**src/rtl/gpio_pkg.sv**
```systemverilog
// Shared constants for the GPIO register core: register indices and control bit layout.
package gpio_pkg;
  localparam int GPIO_W_DEF = 32;

  localparam logic [3:0] RGPIO_IN    = 4'h0;
  localparam logic [3:0] RGPIO_OUT   = 4'h1;
  localparam logic [3:0] RGPIO_OE    = 4'h2;
  localparam logic [3:0] RGPIO_INTE  = 4'h3;
  localparam logic [3:0] RGPIO_PTRIG = 4'h4;
  localparam logic [3:0] RGPIO_INTS  = 4'h5;
  localparam logic [3:0] RGPIO_CTRL  = 4'h6;

  localparam int CTRL_INTE = 0;
endpackage

```
**src/rtl/gpio_sync.sv**
```systemverilog
// Two-flop input synchroniser plus a history flop for edge detection.
module gpio_sync #(
  parameter int W = 32
) (
  input  logic         PCLK,
  input  logic         PRESETn,
  input  logic [W-1:0] d,
  output logic [W-1:0] sync,
  output logic [W-1:0] rise,
  output logic [W-1:0] fall
);
  logic [W-1:0] s1, s2, s3;

  always_ff @(posedge PCLK or negedge PRESETn) begin
    if (!PRESETn) begin
      s1 <= '0;
      s2 <= '0;
      s3 <= '0;
    end else begin
      s1 <= d;
      s2 <= s1;
      s3 <= s2;
    end
  end

  assign sync = s2;
  assign rise = s2 & ~s3;
  assign fall = ~s2 & s3;
endmodule

```
**src/rtl/gpio_core.sv**
```systemverilog
// GPIO register file, edge-triggered interrupt status and level IRQ output.
module gpio_core
  import gpio_pkg::*;
#(
  parameter int GPIO_W = GPIO_W_DEF
) (
  input  logic              PCLK,
  input  logic              PRESETn,
  input  logic              gpio_we,
  input  logic [3:0]        gpio_addr,
  input  logic [31:0]       gpio_dat_i,
  output logic [31:0]       gpio_dat_o,
  output logic              gpio_inta_o,
  input  logic [GPIO_W-1:0] gpio_in,
  output logic [GPIO_W-1:0] gpio_out,
  output logic [GPIO_W-1:0] gpio_oe
);
  logic [GPIO_W-1:0] sync, rise, fall;
  logic [GPIO_W-1:0] inte, ptrig, ints;
  logic [GPIO_W-1:0] wdat, w1c, ev;
  logic              ctrl_inte;

  gpio_sync #(.W(GPIO_W)) u_sync (
    .PCLK    (PCLK),
    .PRESETn (PRESETn),
    .d       (gpio_in),
    .sync    (sync),
    .rise    (rise),
    .fall    (fall)
  );

  assign wdat = gpio_dat_i[GPIO_W-1:0];
  assign w1c  = (gpio_we && gpio_addr == RGPIO_INTS) ? wdat : '0;
  assign ev   = inte & ((ptrig & rise) | (~ptrig & fall));

  always_ff @(posedge PCLK or negedge PRESETn) begin
    if (!PRESETn) begin
      gpio_out    <= '0;
      gpio_oe     <= '0;
      inte        <= '0;
      ptrig       <= '0;
      ints        <= '0;
      ctrl_inte   <= 1'b0;
      gpio_inta_o <= 1'b0;
    end else begin
      if (gpio_we) begin
        case (gpio_addr)
          RGPIO_OUT:   gpio_out  <= wdat;
          RGPIO_OE:    gpio_oe   <= wdat;
          RGPIO_INTE:  inte      <= wdat;
          RGPIO_PTRIG: ptrig     <= wdat;
          RGPIO_CTRL:  ctrl_inte <= gpio_dat_i[CTRL_INTE];
          default: ;
        endcase
      end
      // A new event wins over a same-cycle clear of that bit
      ints        <= (ints & ~w1c) | ev;
      gpio_inta_o <= ctrl_inte & |(ints & inte);
    end
  end

  always_comb begin
    gpio_dat_o = '0;
    case (gpio_addr)
      RGPIO_IN:    gpio_dat_o[GPIO_W-1:0] = sync;
      RGPIO_OUT:   gpio_dat_o[GPIO_W-1:0] = gpio_out;
      RGPIO_OE:    gpio_dat_o[GPIO_W-1:0] = gpio_oe;
      RGPIO_INTE:  gpio_dat_o[GPIO_W-1:0] = inte;
      RGPIO_PTRIG: gpio_dat_o[GPIO_W-1:0] = ptrig;
      RGPIO_INTS:  gpio_dat_o[GPIO_W-1:0] = ints;
      RGPIO_CTRL:  gpio_dat_o[CTRL_INTE]  = ctrl_inte;
      default: ;
    endcase
  end
endmodule

```
**config.mk**
```make
export PLATFORM = sky130hd
export DESIGN_NAME = gpio_core
export DESIGN_NICKNAME = d
export VERILOG_FILES = /design/src/rtl/gpio_pkg.sv /design/src/rtl/gpio_sync.sv /design/src/rtl/gpio_core.sv
export SDC_FILE = /design/constraint.sdc
export NUM_CORES = 1
export LEC_CHECK = 0
export BUFFER_PORTS_ARGS = -buffer_cell sky130_fd_sc_hd__buf_2
export CAP_MARGIN = 20
export CORE_MARGIN = 2
export CORE_UTILIZATION = 45
export DETAILED_ROUTE_END_ITERATION = 6
export GPL_TIMING_DRIVEN = 0
export PLACE_DENSITY = 0.68
export SETUP_SLACK_MARGIN = 0.15
export SKIP_LAST_GASP = 1
export SYNTH_ARGS = -nofsm -noshare
export SYNTH_HDL_FRONTEND = slang
export SYNTH_SLANG_ARGS = --single-unit
```
**constraint.sdc**
```tcl
create_clock -name PCLK -period 1.5 [get_ports PCLK]
set_input_delay 0.075 -clock PCLK [delete_from_list [all_inputs] [get_ports PCLK]]
set_output_delay 0.075 -clock PCLK [all_outputs]
set_load 0.005 [all_outputs]
```
# After elaboration in Yosys (flattened, before gate mapping)
# Index checks and enable logic that the tools add are counted.
# Widths: inputs -> output; s select.
[classes]
n_eq_ne = 6
muxes = 3
n_bitwise = 14
reduce_logical = 8
[ops]
columns = ["cell", "n"]
rows = [
  ["$and 32x32->32", 7],
  ["$pmux 31 s6", 1],
  ["$not 32->32", 4],
  ["$or 32x32->32", 2],
  ["$mux 32", 1],
  ["$reduce_or 32->1", 1],
  ["$eq 4x3->1 const B", 3],
  ["$reduce_and 2->1", 5],
  ["$eq 4x2->1 const B", 2],
  ["$pmux 1 s7", 1],
  ["$eq 4x1->1 const B", 1],
  ["$logic_not 4->1", 1],
  ["$and 1x1->1", 1],
  ["$logic_and 1x1->1", 1],
]
[totals]
regBits = 258
word_cells = 41

# Logic depth before layout (Yosys ltp)
# Gate-level depths: netlist of run 1.
[logic_depth]
word_depth = 6
mapped_depth = 6
depth_no_buf = 3

# Cells and area by module
# Synthesis of run 1 repeated with hierarchy kept, for this count alone.
[unflattened]
cells_unflattened = 754
hier_area_um2 = 10662.7
[modules_own_cells]
columns = ["mod", "n_inst", "cells_each", "area_per_inst_um2"]
rows = [
  ["gpio_core", 1, 594, 7699.9],
  ["gpio_sync", 1, 160, 2962.8],
]

# Worst setup path after synthesis of run 1
# Ideal clock, no wire load.
[synth_timing]
path_kind = "in2reg"
startpoint = "input gpio_addr[3]"
endpoint = "register inte[10]"
arrival_time_ns = 1.248
path_slack_ns = 0.125
path_stages = 6
n_path_buf = 3
path_cell_list = "buf_2 nor4bb_1 buf_2 nand2_2 buf_2 mux2_1"
[synth_between]
elab_chain_cells = 2
[synth_lines]
columns = ["item", "line_no", "rtl"]
rows = [
  ["from (decl)", "gpio_core.sv:10", "input logic [3:0] gpio_addr,"],
  ["$eq 4x2->1", "gpio_core.sv:47", "case (gpio_addr)"],
  ["$reduce_and 2->1 (no line)", "-", ""],
  ["to (signal assigned)", "gpio_core.sv:50", "RGPIO_INTE: inte <= wdat;"],
  ["to (decl)", "gpio_core.sv:19", "logic [GPIO_W-1:0] inte, ptrig, ints;"],
]
# No other way between the ends.
# A chain may end at the register's enable or synchronous reset.

# Worst setup path after layout of run 1
[layout_timing]
startpoint = "register ctrl_inte"
endpoint = "output gpio_dat_o[0]"
[layout_between]
elab_chain_cells = 1
[layout_lines]
columns = ["item", "line_no", "rtl"]
rows = [
  ["from (decl)", "gpio_core.sv:21", "logic ctrl_inte;"],
  ["from (signal assigned)", "gpio_core.sv:52", "RGPIO_CTRL: ctrl_inte <= gpio_dat_i[CTRL_INTE];"],
  ["$pmux 1 s7", "gpio_core.sv:64", "case (gpio_addr)"],
  ["to (decl)", "gpio_core.sv:12", "output logic [31:0] gpio_dat_o,"],
]
# No other way between the ends.

==> impl_metrics.csv, run 1 <==
group,metric,value,unit
outcome,status,"finished with violations",
outcome,violations,"hold timing, setup timing",
power,leakage,6.63,nW
detailed_routing,drcViolationCount,0,
setup_path,cpMaxStageDelayCell,"dfrtp_1",
placement,hpwl,19200,um
global_routing,antenna_found_initial,0,
detailed_routing,drt-initial-drc-count,577,
die,ioPinCount,168,
sta,hold_violations,134,
detailed_routing,vias,8051,
clock_tree,cts.sinks,258,
layout,final_common_cell,"dfrtp_1",
hold_path,hp-class,"in -> async",
power,vdd_ir_drop_max,1.12,mV
global_routing,grt_start_max_net_pins,125,
yosys,syn-instance-count,754,
sta,rsz0062_at_grt,"true",
sta,fin_ws,-163,ps
sta,drv_slew,0,
clock_tree,cts_buffer_depth,3,
power,p_per_area,1430,nW/um^2
sta,skew,12.6,ps
power,p_total,20.5,mW
setup_path,critical_path_peak_fanout,3,
clock_tree,cts_buffers,28,
detailed_routing,wl,31400,um
setup_path,crit_type,"reg -> out",
detailed_routing,wl_per_cell,22.2,um
setup_path,end_kind,"output port",
yosys,synth.cell_area,10300,um^2
clock_tree,cts_root_buffer,"clkbuf_16",
layout,drive_above_1_share,39.0,%
sta,fin_crit_sh,111,%
clock_tree,h-tree-depth,1,
die,row_count,55,
yosys,async_flop_share,100,%
setup_path,crit_arrival,1590,ps
setup_path,worstSetupStartpointType,"register",
setup_path,path_cells,"and3_1, o21ai_1, nand3_1, buf_2",
detailed_routing,ant_nets,0,
layout,fin_nets,1181,
yosys,synth_area_leader_cell,"dfrtp_1",
layout,syn_to_final_growth,39.7,%
die,die_area,24100,um^2
placement,gp_congestion,0.819,
clock_tree,tritoncts,"built",
global_routing,grt_overflow,0,
global_routing,grt_pass1_vias,8068,
setup_path,worst-r2r-cell-count,4,
setup_path,reg2reg_setup_slack,30,ps
die,fp.dieW,155,um
layout,stdcell_count,1417,
layout,layout_common_cells,"dfrtp_1 (256), buf_2 (170), mux2_1 (100)",
yosys,ys_types,25,
global_routing,gr-usage-all-layers,25.9,%
placement,post-place-cells,1203,
clock_tree,clock_latency,550,ps
layout,antenna_cells,0,
sta,fin_crit,1660,ps
yosys,synth_edf_count,0,
die,die_y,155,um
yosys,yosys_warnings,0,
run,cap_violations,0,
setup_path,critPathRequiredTime,1420,ps
sta,setup_violations,6,
yosys,ys_ff_latch,258,
yosys,ys_seq_area_share,62.8,%
sta,fmax,601,MHz
setup_path,slowest_delay,390,ps
clock_tree,cts-hold-fix-buffers,67,
die,core_region_area,22500,um^2
yosys,synthFlopType,"dfrtp_1",
detailed_routing,vias_per_cell,5.68,
placement,portBuffers,162,
yosys,syn_avg_cell_area,13.6,um^2
yosys,synth_top_area_share,62.8,%
sta,relSlewSlack,56.9,%
clock_tree,clkTransAtPathRegs,60,ps
die,initial_core_util,45.7,%
global_routing,grt_pass1_wl,47100,um
setup_path,r2r_end,"gpio_inta_o",
sta,fin_worst_hold_slack,-570,ps
setup_path,r2r_start,"inte[14]",
yosys,synth_nets,825,
sta,worstMarginPinSlew,646,ps
yosys,ys_top_cells_by_area,"dfrtp_1 (63%), mux2_1 (11%), a22oi_1 (8.0%)",
detailed_routing,dr.pass1.iters,5,
## layer usage
metal / track usage, % / wire length (um) / up-vias
met1: 35.0 / 13000 / 4075
li1: - / - / 3580
met2: 41.4 / 15100 / 320
met3: 5.29 / 2310 / 76
met5: 0 / 0 / -
met4: 10.1 / 1020 / 0
## final cells by class
cell class / count / area (um^2)
Buffer: 43 / 405
Clock buffer: 32 / 736
Clock inverter: 20 / 251
Fill cell: 1654 / 8150
Multi-Input combinational cell: 453 / 3870
Sequential cell: 258 / 6460
Tap cell: 285 / 357
Timing Repair Buffer: 326 / 2270
## metrics by stage
stage / utilization [%] / instance area, um^2 / TNS [ps] / setup WS (ps)
floorplan: - / 10300 / 0 / 151
global placement: 51.0 / 11500 / -1148200 / -4330
detailed placement: 51.3 / 11500 / -38380 / -848
CTS: 62.0 / 14000 / -498 / -184
global route: 63.8 / 14400 / -1510 / -215
finish: 63.8 / 14400 / -310 / -163
## flip-flops by register name, summed over array words and instances (netlist names)
| register | count |
|---|---|
| ptrig | 32 |
| u_sync.sync | 32 |
| gpio_inta_o | 1 |
| gpio_oe | 32 |
| ints | 32 |
| u_sync.s3 | 32 |
| ctrl_inte | 1 |
| gpio_out | 32 |
| inte | 32 |
| u_sync.s1 | 32 |
## cells in the mapped netlist, drive strengths merged (3+ instances only)
cell type	count
dfrtp	258
mux2	129
a22oi	110
nand3	64
nand2	37
a22o	32
nand2b	32
o22ai	32
buf	29
clkbuf	14
nand4	4
nor4b	3
nor4bb	3
## where the power goes
| group | switching, mW | leakage [nW] | internal [mW] |
|---|---|---|---|
| Sequential | 1.07 | 3.02 | 8.19 |
| Clock | 2.89 | 0.484 | 4.40 |
| Combinational | 1.63 | 3.13 | 2.28 |
| Total | 5.60 | 6.63 | 14.9 |
## repair_timing
item,4_1_cts,5_1_grt
setup buffers,69,26
hold endpoints to repair,327,108
pin swaps,30,14
gates resized for setup,69,45
setup endpoints to repair,33,59
## worst max path at each step
| stage | startpoint | to | slack, ps | depth (start not counted) |
|---|---|---|---|---|
| global route | ptrig[0] | gpio_dat_o[0] | -220 | 3 |
| CTS | ptrig[0] | gpio_dat_o[0] | -180 | 3 |
| detailed placement | gpio_addr[1] | gpio_dat_o[26] | -850 | 6 |
| finish | ctrl_inte | gpio_dat_o[0] | -160 | 4 |
| global placement | PRESETn | u_sync.s1[5] | -4330 | 1 |
| floorplan | gpio_addr[1] | ptrig[10] | 150 | 5 |
## worst max-delay path: cells and delay by family, from the launching register on
kind,cells,cell delay [ps]
flip-flops,1,390
AND/OR/NAND/NOR,2,340
buffers and inverters,1,170
AO/OA/AOI/OAI,1,140
## cell families after synthesis
logic type      after synthesis  synth area share [%]
simple gates                147                  7.98
flops                       258                  62.8
buf+inv                      43                  2.08
compound gates              177                  13.0
mux                         129                  14.1
Power figures use the tool's default switching activity.
==> run 2: changes to the inputs <==
==> constraint.sdc (replaced) <==
create_clock -name PCLK -period 1.6 [get_ports PCLK]
set_input_delay 0.08 -clock PCLK [delete_from_list [all_inputs] [get_ports PCLK]]
set_output_delay 0.08 -clock PCLK [all_outputs]
set_load 0.005 [all_outputs]
==> impl_metrics.csv, run 2 (synthesized netlist as in run 1, its figures left out) <==
group,metric,value,unit
outcome,status,"finished with violations",
outcome,violations,"setup timing",
power,p_total,18.5,mW
global_routing,grt_pass1_wl,45300,um
setup_path,reg2reg_setup_slack,110,ps
placement,gp_congestion,0.837,
detailed_routing,vias_per_cell,5.84,
sta,fin_ws,-13.2,ps
detailed_routing,wl,30300,um
sta,setup_violations,1,
detailed_routing,wl_per_cell,22.2,um
sta,worstMarginPinSlew,668,ps
setup_path,worstSetupStartpointType,"register",
placement,hpwl,19100,um
detailed_routing,dr.pass1.iters,5,
sta,rsz0062_at_grt,"true",
die,fp.dieW,155,um
die,ioPinCount,168,
power,vdd_ir_drop_max,0.729,mV
layout,final_common_cell,"dfrtp_1",
die,initial_core_util,45.7,%
setup_path,critPathRequiredTime,1520,ps
clock_tree,cts_buffers,28,
layout,layout_common_cells,"dfrtp_1 (256), buf_2 (174), mux2_1 (100)",
setup_path,end_kind,"output port",
clock_tree,cts_buffer_depth,3,
setup_path,crit_type,"reg -> out",
sta,fmax,620,MHz
global_routing,grt_overflow,0,
global_routing,grt_use_met3,4.65,%
global_routing,gr-usage-all-layers,24.8,%
layout,final_cell_area,13800,um^2
global_routing,grt_pass1_vias,7649,
setup_path,worst-path-buf-inv,1,
placement,pre_cts_ws,-648,ps
layout,syn_to_final_growth,34.6,%
placement,portBuffers,162,
setup_path,crit_arrival,1530,ps
detailed_routing,ant_nets,0,
layout,drive_above_1_share,33.8,%
detailed_routing,drt-initial-drc-count,675,
power,leakage,6.34,nW
clock_tree,clock_latency,540,ps
global_routing,top_usage_layer,"met2",
sta,fin_crit_sh,101,%
die,row_count,55,
hold_path,hp-class,"in -> async",
sta,drv_slew,0,
clock_tree,tritoncts,"built",
setup_path,critical_path_peak_fanout,2,
sta,hold_violations,0,
setup_path,slowest_delay,380,ps
global_routing,grt_start_max_net_pins,122,
clock_tree,cts_root_buffer,"clkbuf_16",
detailed_routing,drcViolationCount,0,
die,die_area,24100,um^2
sta,fin_worst_hold_slack,44.5,ps
sta,relSlewSlack,55.5,%
sta,fin_crit,1610,ps
sta,skew,6.37,ps
die,core_region_area,22500,um^2
clock_tree,clkTransAtPathRegs,60,ps
setup_path,path_cells,"a222oi_1, nand3_1, buf_2",
clock_tree,h-tree-depth,1,
die,die_y,155,um
layout,fin_nets,1128,
power,p_per_area,1330,nW/um^2
global_routing,antenna_found_initial,1,
run,cap_violations,0,
setup_path,cpMaxStageDelayCell,"dfrtp_1",
global_routing,met1_usage,34.7,%
placement,placed_cell_area,11500,um^2
global_routing,met2_usage,39.6,%
setup_path,crit_family,"flip-flops",
detailed_routing,vias,7969,
clock_tree,cts.sinks,258,
layout,final_core_util,61.5,%
[run 2: cell count changes in the layout (fill, tap and decap cells not counted), sizes merged]
cell           delta
diode             +1
buf              -47
clkinv            -4
clkinvlp          -2
bufinv            -1
inv               -1
clkdlybuf4s15     +1
[run 2: what timing repair did]
action | 4_1_cts | 5_1_grt
gates resized for setup | 58 | 41
cloned | 0 | 1
hold buffers | 67 | 0
pin swaps | 7 | 12
setup endpoints to repair | 33 | 33
setup buffers | 23 | 18
hold endpoints to repair | 413 | 0
[run 2: cell type report]
cell class	count	area [um^2]
well taps	285	357
plain buffers	43	369
diodes	1	2.50
multi-input cells	453	3800
flip-flops and latches	258	6460
repair buffers	273	1870
clock inverters	12	174
clock buffers	39	802
fillers	1764	8670
[run 2: report_power, final]
group | switching [mW] | leakage, nW | internal [mW]
sequential | 1.09 | 3.02 | 7.68
clock | 2.61 | 0.481 | 4.14
combinational | 1.27 | 2.83 | 1.68
total | 4.96 | 6.34 | 13.5
[run 2: final timing paths]
| kind | start | to | cells past startpoint |
|---|---|---|---|
| worst max-delay path | ptrig[0] | gpio_dat_o[0] | 3 |
| worst min-delay path | PRESETn | u_sync.s1[29] | 2 |
| worst max register to register | ints[24] | gpio_inta_o | 4 |
| worst min register to register | u_sync.s1[27] | u_sync.sync[27] | 0 |
| max in group asynchronous | PRESETn | inte[11] | 3 |
| min in group PCLK | gpio_addr[0] | ptrig[31] | 4 |
[run 2: layer usage]
| metal | vias up | share of wire (%) |
|---|---|---|
| li1 | 3473 | - |
| met1 | 4047 | 41 |
| met2 | 394 | 48 |
| met3 | 55 | 8.8 |
| met4 | 0 | 2.6 |
| met5 | - | 0 |
[run 2: through the flow]
stage / setup TNS (ps) / cells
after detailed placement: -24480 / 1203
after global placement: -1107440 / 1201
after CTS: 0 / 1344
after global routing: -274 / 1364
final: -13.2 / 1364
after floorplan: 0 / 754
==> run 3: changes to the inputs <==
--- a/config.mk
+++ b/config.mk
@@ -12,6 +12,7 @@
 export DETAILED_ROUTE_END_ITERATION = 6
 export GPL_TIMING_DRIVEN = 0
 export PLACE_DENSITY = 0.68
+export RECOVER_POWER = 100
 export SETUP_SLACK_MARGIN = 0.15
 export SKIP_LAST_GASP = 1
 export SYNTH_ARGS = -nofsm -noshare
==> impl_metrics.csv, run 3 (synthesized netlist as in run 1, its figures left out) <==
group,metric,value,unit
layout,syn_to_final_growth,34.2,%
power,leakage,6.31,nW
die,row_count,55,
layout,final_common_cell,"dfrtp_1",
setup_path,worstSetupStartpointType,"input port",
placement,portBuffers,162,
run,cap_violations,0,
clock_tree,clkTransAtPathRegs,60,ps
global_routing,gr-usage-all-layers,24.8,%
power,p_total,18.4,mW
placement,gp_congestion,0.837,
setup_path,crit_arrival,2090,ps
sta,relSlewSlack,47.5,%
setup_path,reg2reg_setup_slack,110,ps
layout,drive_above_1_share,33.0,%
layout,layout_common_cells,"dfrtp_1 (257), buf_2 (172), mux2_1 (100)",
detailed_routing,wl_per_cell,22.2,um
detailed_routing,vias_per_cell,5.82,
outcome,violations,"setup timing",
clock_tree,cts_root_buffer,"clkbuf_16",
global_routing,grt_pass1_vias,7649,
detailed_routing,vias,7938,
die,initial_core_util,45.7,%
detailed_routing,dr.pass1.iters,6,
clock_tree,cts_buffer_depth,3,
clock_tree,tritoncts,"built",
sta,hold_violations,0,
layout,multi_input_area,3800,um^2
sta,fin_crit,1660,ps
clock_tree,cts_buffers,28,
sta,fmax,603,MHz
sta,skew,6.50,ps
setup_path,critical_path_peak_fanout,10,
detailed_routing,drt-initial-drc-count,731,
setup_path,critPathRequiredTime,2030,ps
die,fp.dieW,155,um
global_routing,grt_overflow,0,
clock_tree,cts.sinks,258,
global_routing,antenna_found_initial,1,
hold_path,hp-class,"in -> async",
clock_tree,clock_latency,540,ps
power,vdd_ir_drop_max,0.728,mV
sta,worstMarginPinSlew,787,ps
setup_path,end_kind,"register",
layout,fin_nets,1128,
die,die_area,24100,um^2
power,p_per_area,1340,nW/um^2
sta,rsz0062_at_grt,"true",
setup_path,crit_type,"in -> reg",
sta,drv_slew,0,
sta,fin_ws,-58.7,ps
die,ioPinCount,168,
detailed_routing,ant_nets,0,
layout,stdcell_count,1364,
die,core_region_area,22500,um^2
placement,hpwl,19100,um
global_routing,grt_start_max_net_pins,122,
placement,post-place-cells,1203,
detailed_routing,wl,30200,um
outcome,status,"finished with violations",
clock_tree,h-tree-depth,1,
sta,setup_violations,12,
layout,fill_cells,1773,
detailed_routing,drcViolationCount,0,
global_routing,grt_pass1_wl,45300,um
sta,fin_crit_sh,104,%
layout,ff_latch_area,6460,um^2
die,die_y,155,um
-- run 3: power breakdown --
| part | switching [mW] | internal, mW |
|---|---|---|
| combinational | 1.27 | 1.67 |
| sequential | 1.09 | 7.68 |
| clock | 2.61 | 4.14 |
-- run 3: through the flow --
stage	cell area [um^2]	setup TNS (ps)	hold WS (ps)	setup WS (ps)	util (%)
after detailed placement	11500	-24480	24.8	-648	51.1
after CTS	13500	0	48.6	2.50	60.0
after floorplan	10300	0	-216	220	-
final	13800	-197	33.7	-58.7	61.3
after global placement	11400	-1107440	188	-4220	50.8
after global routing	13800	-1680	68.6	-113	61.3
-- run 3: worst paths after layout --
| kind | start | endpoint | cells past startpoint |
|---|---|---|---|
| worst max-delay path | gpio_we | ints[26] | 5 |
| worst min-delay path | PRESETn | u_sync.s1[29] | 2 |
| worst max register to register | ints[24] | gpio_inta_o | 4 |
| worst min register to register | u_sync.s1[15] | u_sync.sync[15] | 0 |
| max in group asynchronous | PRESETn | inte[6] | 3 |
| min in group PCLK | gpio_addr[0] | ptrig[31] | 4 |
-- run 3: routing by layer --
| layer | up-vias | GRT usage [%] | wire length (um) |
|---|---|---|---|
| met1 | 4031 | 34.7 | 12600 |
| met4 | 0 | 8.25 | 769 |
| met5 | - | 0 | 0 |
| met3 | 56 | 4.65 | 2390 |
| met2 | 381 | 39.6 | 14500 |
| li1 | 3470 | - | - |
-- run 3: area by class of cell --
class / count / share of cell area [%]
clock buffer: 39 / 5.81
antenna: 1 / 0.0181
sequential: 258 / 46.8
tap: 285 / 2.59
buffer: 43 / 2.67
multi-input combinational: 453 / 27.6
clock inverter: 12 / 1.26
timing repair buffer: 273 / 13.3
-- run 3: repair_timing --
action,in CTS,in global routing
hold endpoints to repair,413,0
pin swaps,7,12
hold buffers,67,0
setup buffers,23,18
gates cloned,0,1
resized for setup,58,41
endpoints found under the setup margin,33,33
-- run 3: worst max-delay path, cell delays in order --
cell and delay, ps:
dlygate4sd3_1 520, clkbuf_1 490, buf_1 580, nand3_1 180, a22o_1 220
